==> src/rtl/sat_counter.sv <==
// Saturating up-counter with a synchronous clear. When clear and increment
// arrive together the count becomes 1, so the increment is not lost.
module sat_counter #(
    parameter int W = 32
) (
    input  logic         clk,
    input  logic         rst,
    input  logic         inc,
    input  logic         clr,
    output logic [W-1:0] count
);

    logic [W-1:0] count_q;
    logic [W-1:0] count_d;

    always_comb begin
        count_d = count_q;
        if (clr) begin
            count_d = inc ? W'(1) : '0;
        end else if (inc && (count_q != '1)) begin
            count_d = count_q + W'(1);
        end
    end

    always_ff @(posedge clk) begin
        if (rst) begin
            count_q <= '0;
        end else begin
            count_q <= count_d;
        end
    end

    assign count = count_q;

endmodule

==> config.mk <==
export PLATFORM = sky130hd
export DESIGN_NAME = sat_counter
export DESIGN_NICKNAME = d
export VERILOG_FILES = /design/src/rtl/sat_counter.sv
export SDC_FILE = /design/constraint.sdc
export NUM_CORES = 1
export LEC_CHECK = 0
export ABC_AREA = 1
export CAP_MARGIN = 20
export CORE_MARGIN = 1
export CORE_UTILIZATION = 54
export CTS_CLUSTER_SIZE = 40
export DETAILED_ROUTE_END_ITERATION = 10
export GPL_TIMING_DRIVEN = 0
export MAX_ROUTING_LAYER = met4
export PLACE_DENSITY = 0.8
export SYNTH_ARGS = -nofsm -noshare
export SYNTH_HDL_FRONTEND = slang
export SYNTH_SLANG_ARGS = --single-unit
export TNS_END_PERCENT = 20
==> constraint.sdc <==
create_clock -name clk -period 2.4 [get_ports clk]
set_clock_uncertainty 0.05 [all_clocks]
set_input_delay 0.48 -clock clk [delete_from_list [all_inputs] [get_ports clk]]
set_output_delay 0.48 -clock clk [all_outputs]
set_load 0.01 [all_outputs]
After elaboration in Yosys (flattened, before gate mapping):

Index checks and enable logic that the tools add are counted.

* flip-flop bits (word level): 32

* add/subtract/negate cells: 1
* equal/unequal tests: 1
* multiplexer cells: 3
* reduce and logical (&&, ||, !) cells: 2

Operator list (number)
* 32-bit 2-to-1 mux: 2
* 32-bit by 1-bit adder with 32-bit output, second input constant: 1
* 32-bit inequality test, second input constant: 1
* 2-bit nonzero test: 1
* 1-bit logical AND: 1
* 1-bit 2-to-1 mux: 1

Logic depth before layout (Yosys ltp):

* depth after elaboration: 4
* mapped depth: 11
* gate-level depth less buffers: 11

Worst setup path after synthesis:

No wires, ideal clock.

* path type: register -> register
* start point: register count_q[1] (netlist: count[1])
* end point: register count_q[7] (netlist: count[7])
* arrival time: 1654 ps
* path slack: 564 ps
* cell stages (with the launch flop): 12
* buffers on the path: 1
* cell sequence: dfxtp_1 > ha_1 > nand2_2 > nor2_4 > nand2_4 > nor2_8 > nand2_4 > nand2_8 > nand2_2 > buf_2 > nand2_1 > a21oi_1

* longest elaborated chain between the ends: 3

RTL lines
* start, declared: RTL line 13 `logic [W-1:0] count_q;`
* start signal, assigned: RTL line 29 `count_q <= count_d;`
* 32-bit by 1-bit adder with 32-bit output or 32-bit inequality test (tied branches): RTL line 21, 20
* 32-bit 2-to-1 mux or 1-bit logical AND (tied branches): RTL line 20 `end else if (inc && (count_q != '1)) begin`
* 32-bit 2-to-1 mux or 2-bit nonzero test (tied branches)

Parallel ways exist; a longest one is shown, timed or not. The select of a mux whose other input is x is not followed.
A chain may end at the register's enable or synchronous reset.

Final worst setup path:

* start point: input port clr
* end point: register count_q[0] (netlist: count[0])

* longest elaborated chain between the ends: 1

RTL lines
* start, declared: RTL line 9 `input logic clr,`
* 32-bit 2-to-1 mux or 2-bit nonzero test (tied branches)

Parallel ways exist; a longest one is shown, timed or not.

==> impl_metrics.py <==
metrics = {
    "synth": {
        "synth_xor_area_share_pct": 0.7705,
        "ys_ff_latch": 32,
        "synth_top_family_by_area": "simple AND/OR/NAND/NOR gates",
        "synth-simple-area-share_pct": 50.19,
        "synth.avg_cell_area_um2": 5.874,
        "synth_compound_area_share_pct": 9.026,
        "synth_warnings": 0,
        "synthMuxAreaShare_pct": 0,
        "synth_fp_nets": 392,
        "netlist_area_um2": 2273,
        "synth_adder_area_share_pct": 0.5504,
        "synth_cell_types": 26,
        "yosysSeqAreaShare_pct": 28.18,
        "synth_cells": 387,
    },
    "layout": {
        "syn2layout_area_growth_pct": 21.79,
        "layout-drive-gt1-share_pct": 6.061,
        "antenna_cells": 0,
        "final_util_pct": 68.73,
        "largest_reg_flops": 32,
        "fill_cells": 400,
        "fin_area_um2": 2769,
        "final_nets": 433,
    },
    "run": {
        "maxCapViolations": 0,
    },
    "routing": {
        "wl_met1_mm": 2.962,
        "wl_mm": 6.206,
        "detail-route-antenna-nets": 0,
        "vias": 2548,
        "drtIter0Drc": 233,
        "wl_met2_mm": 2.759,
        "wl_per_cell_um": 12.96,
        "met3_length_um": 411,
        "first_pass_iters": 5,
        "vias_per_cell": 5.319,
        "drc": 0,
        "routed.top_layer": "met4",
    },
    "global_route": {
        "grt_pass1_vias": 2196,
        "grt_overflow": 0,
        "antenna_found_initial": 0,
        "grt_max_degree": 11,
        "grt_usage_pct": 31.66,
        "grt_pass1_wl_mm": 10.36,
    },
    "die": {
        "boundaryPins": 36,
        "die_h_um": 66.89,
        "std_cell_rows": 23,
        "dieWidth_um": 66.89,
        "initial_core_util_pct": 56.43,
        "die_area_um2": 4474,
        "core_area_um2": 4029,
    },
    "min_path": {
        "hp-class": "reg2reg",
    },
    "placed_design": {
        "portBuffers": 34,
        "placed_area_um2": 2676,
        "gp_congestion": 0.9584,
        "dp_slack_ps": -123.1,
        "hpwl_mm": 4.564,
    },
    "clocking": {
        "cts_tree": "done",
        "clk-insertion-delay-late_ps": 290,
        "numClockSinks": 32,
        "cts-resized-gates": 0,
        "clk_path_buf_depth": 2,
        "cts.clk_slew.worst_paths_ps": 70,
        "postCtsSetupBuffers": 0,
        "h-tree-depth": 2,
        "cts_hold_buf": 0,
        "root_buffer": "clkbuf_8",
        "cts_buffers": 5,
    },
    "sta": {
        "worst_pin_slew_ps": 571.2,
        "period_needed_ps": 2250,
        "whs_ps": 450.8,
        "relSlewSlack_pct": 61.78,
        "rsz0062_at_grt": "no",
        "final-max-slew-violation-count": 0,
        "finalSetupViolCount": 0,
        "fmax_mhz": 444.5,
        "period_share_pct": 93.74,
        "finalHoldViolations": 0,
        "fin_ws_ps": 150.1,
    },
    "worst_setup_path": {
        "endpoint_kind": "flip-flop",
        "critical_path_class": "in2reg",
        "path_max_fanout": 10,
        "critPathLaunchType": "input pin",
        "crit_arrival_ps": 2420,
        "worstPathRequired_ps": 2570,
    },
    "pwr": {
        "pwr-share-seq_pct": 50.1,
        "p_comb_share_pct": 8.8,
        "ir_drop_mv": 0.2671,
        "clock_power_share_pct": 41.0,
        "pwr_density_cell_nw_per_um2": 393.9,
        "p_int_uw": 800.4,
        "p_switching_uw": 290.3,
        "p_sw_share_pct": 26.62,
        "power.leakage_uw": 0.001060,
    },
    "run_status": {
        "status": "finished, final reports clean",
    },
}
==> metal layers <==
metal / vias up / global-route usage [%]
li1: 1322 / -
met1: 1129 / 43.46
met2: 90 / 47.10
met3: 7 / 5.137
met4: 0 / 9.840
met5: - / -
==> worst paths after layout <==
kind / start / endpoint / slack [ps] / depth (start not counted)
setup / recovery: clr / count[0] / 150 / 6
hold / removal: count[14] / count[14] / 450 / 2
setup reg to reg: count[0] / count[26] / 280 / 10
hold reg to reg: count[14] / count[14] / 450 / 2
==> final cells by class <==
class | count | area (µm²) | share of cell area, %
multi-input combinational | 293 | 1376 | 49.71
sequential | 32 | 640.6 | 23.14
timing repair buffer | 34 | 340.3 | 12.29
inverter | 51 | 191.4 | 6.914
clock buffer | 6 | 82.58 | 2.982
buffer | 11 | 65.06 | 2.350
tap | 50 | 62.56 | 2.259
clock inverter | 2 | 10.01 | 0.3615
==> critical path, stage by stage <==
cell and delay (ps):
clkdlybuf4s50_1 440, clkbuf_1 270, nor2_1 530, clkbuf_1 470, nand3_1 140, o21ai_0 90
==> power by group through the flow <==
| stage | Clock [µW] | Combinational [µW] | Sequential, µW |
|---|---|---|---|
| final | 447 | 96.5 | 547 |
| after global routing | 470 | 105 | 547 |
| after CTS | 458 | 95.9 | 546 |
| after detailed placement | 0 | 95.5 | 559 |
| after global placement | 0 | 94.6 | 559 |
| after floorplan | 0 | 56.7 | 559 |
==> logic make-up (layout without fill, tap and decap cells) <==
logic type | after synthesis | in the layout
buffers and inverters | 62 | 104
AO/OA/AOI/OAI | 38 | 38
AND/OR/NAND/NOR | 252 | 252
flip-flops | 32 | 32
adder cells (fa/ha/maj) | 1 | 1
XOR/XNOR | 2 | 2
==> cells in the final DEF (no fill, tap or decap) <==
cell type          n
nand2_1          109
nand3_1           61
nor2_1            53
inv_1             51
clkdlybuf4s50_1   34
dfxtp_1           32
a21oi_1           20
o21ai_0           11
nand4_1            8
o21bai_1           6
nor3_1             6
clkbuf_8           6
clkbuf_1           5
nand2_2            5
nor2_4             3
nor2_2             2
nand2_4            2
buf_1              2
xor2_1             2
clkinv_2           2
nor2_8             1
nand2_8            1
buf_4              1
nand3b_1           1
buf_6              1
buf_2              1
buf_8              1
o21ai_1            1
ha_1               1
==> synth_stat cells <==
library cell  number  area (µm²)
buf_1              2       7.510
nand3_1           61       305.3
a21oi_1           20       100.1
nor2_4             3       33.78
nor2_2             2       12.51
buf_2              1       5.000
dfxtp_1           32       640.6
nand3b_1           1       7.510
nand2_4            2       22.52
nand2_2            5       31.28
buf_8              1       15.01
nand2_1          109       409.1
o21bai_1           6       45.04
clkbuf_1           5       18.77
buf_6              1       11.26
o21ai_1            1       5.000
buf_4              1       7.510
nor3_1             6       30.03
nand2_8            1       20.02
o21ai_0           11       55.05
xor2_1             2       17.52
inv_1             51       191.4
ha_1               1       12.51
nor2_8             1       20.02
nor2_1            53       198.9
nand4_1            8       50.05
==> through the flow <==
| step | power (µW) | TNS [ps] | std cells |
|---|---|---|---|
| 2_1_floorplan | 615.4 | 0 | 387 |
| 3_3_place_gp | 653.3 | -1011 | 471 |
| 3_5_place_dp | 654.2 | -978.2 | 471 |
| 4_1_cts | 1100 | 0 | 479 |
| 5_1_grt | 1122 | 0 | 479 |
| 6_report | 1091 | 0 | 479 |
Note: power is estimated with default switching activity, not from simulation.
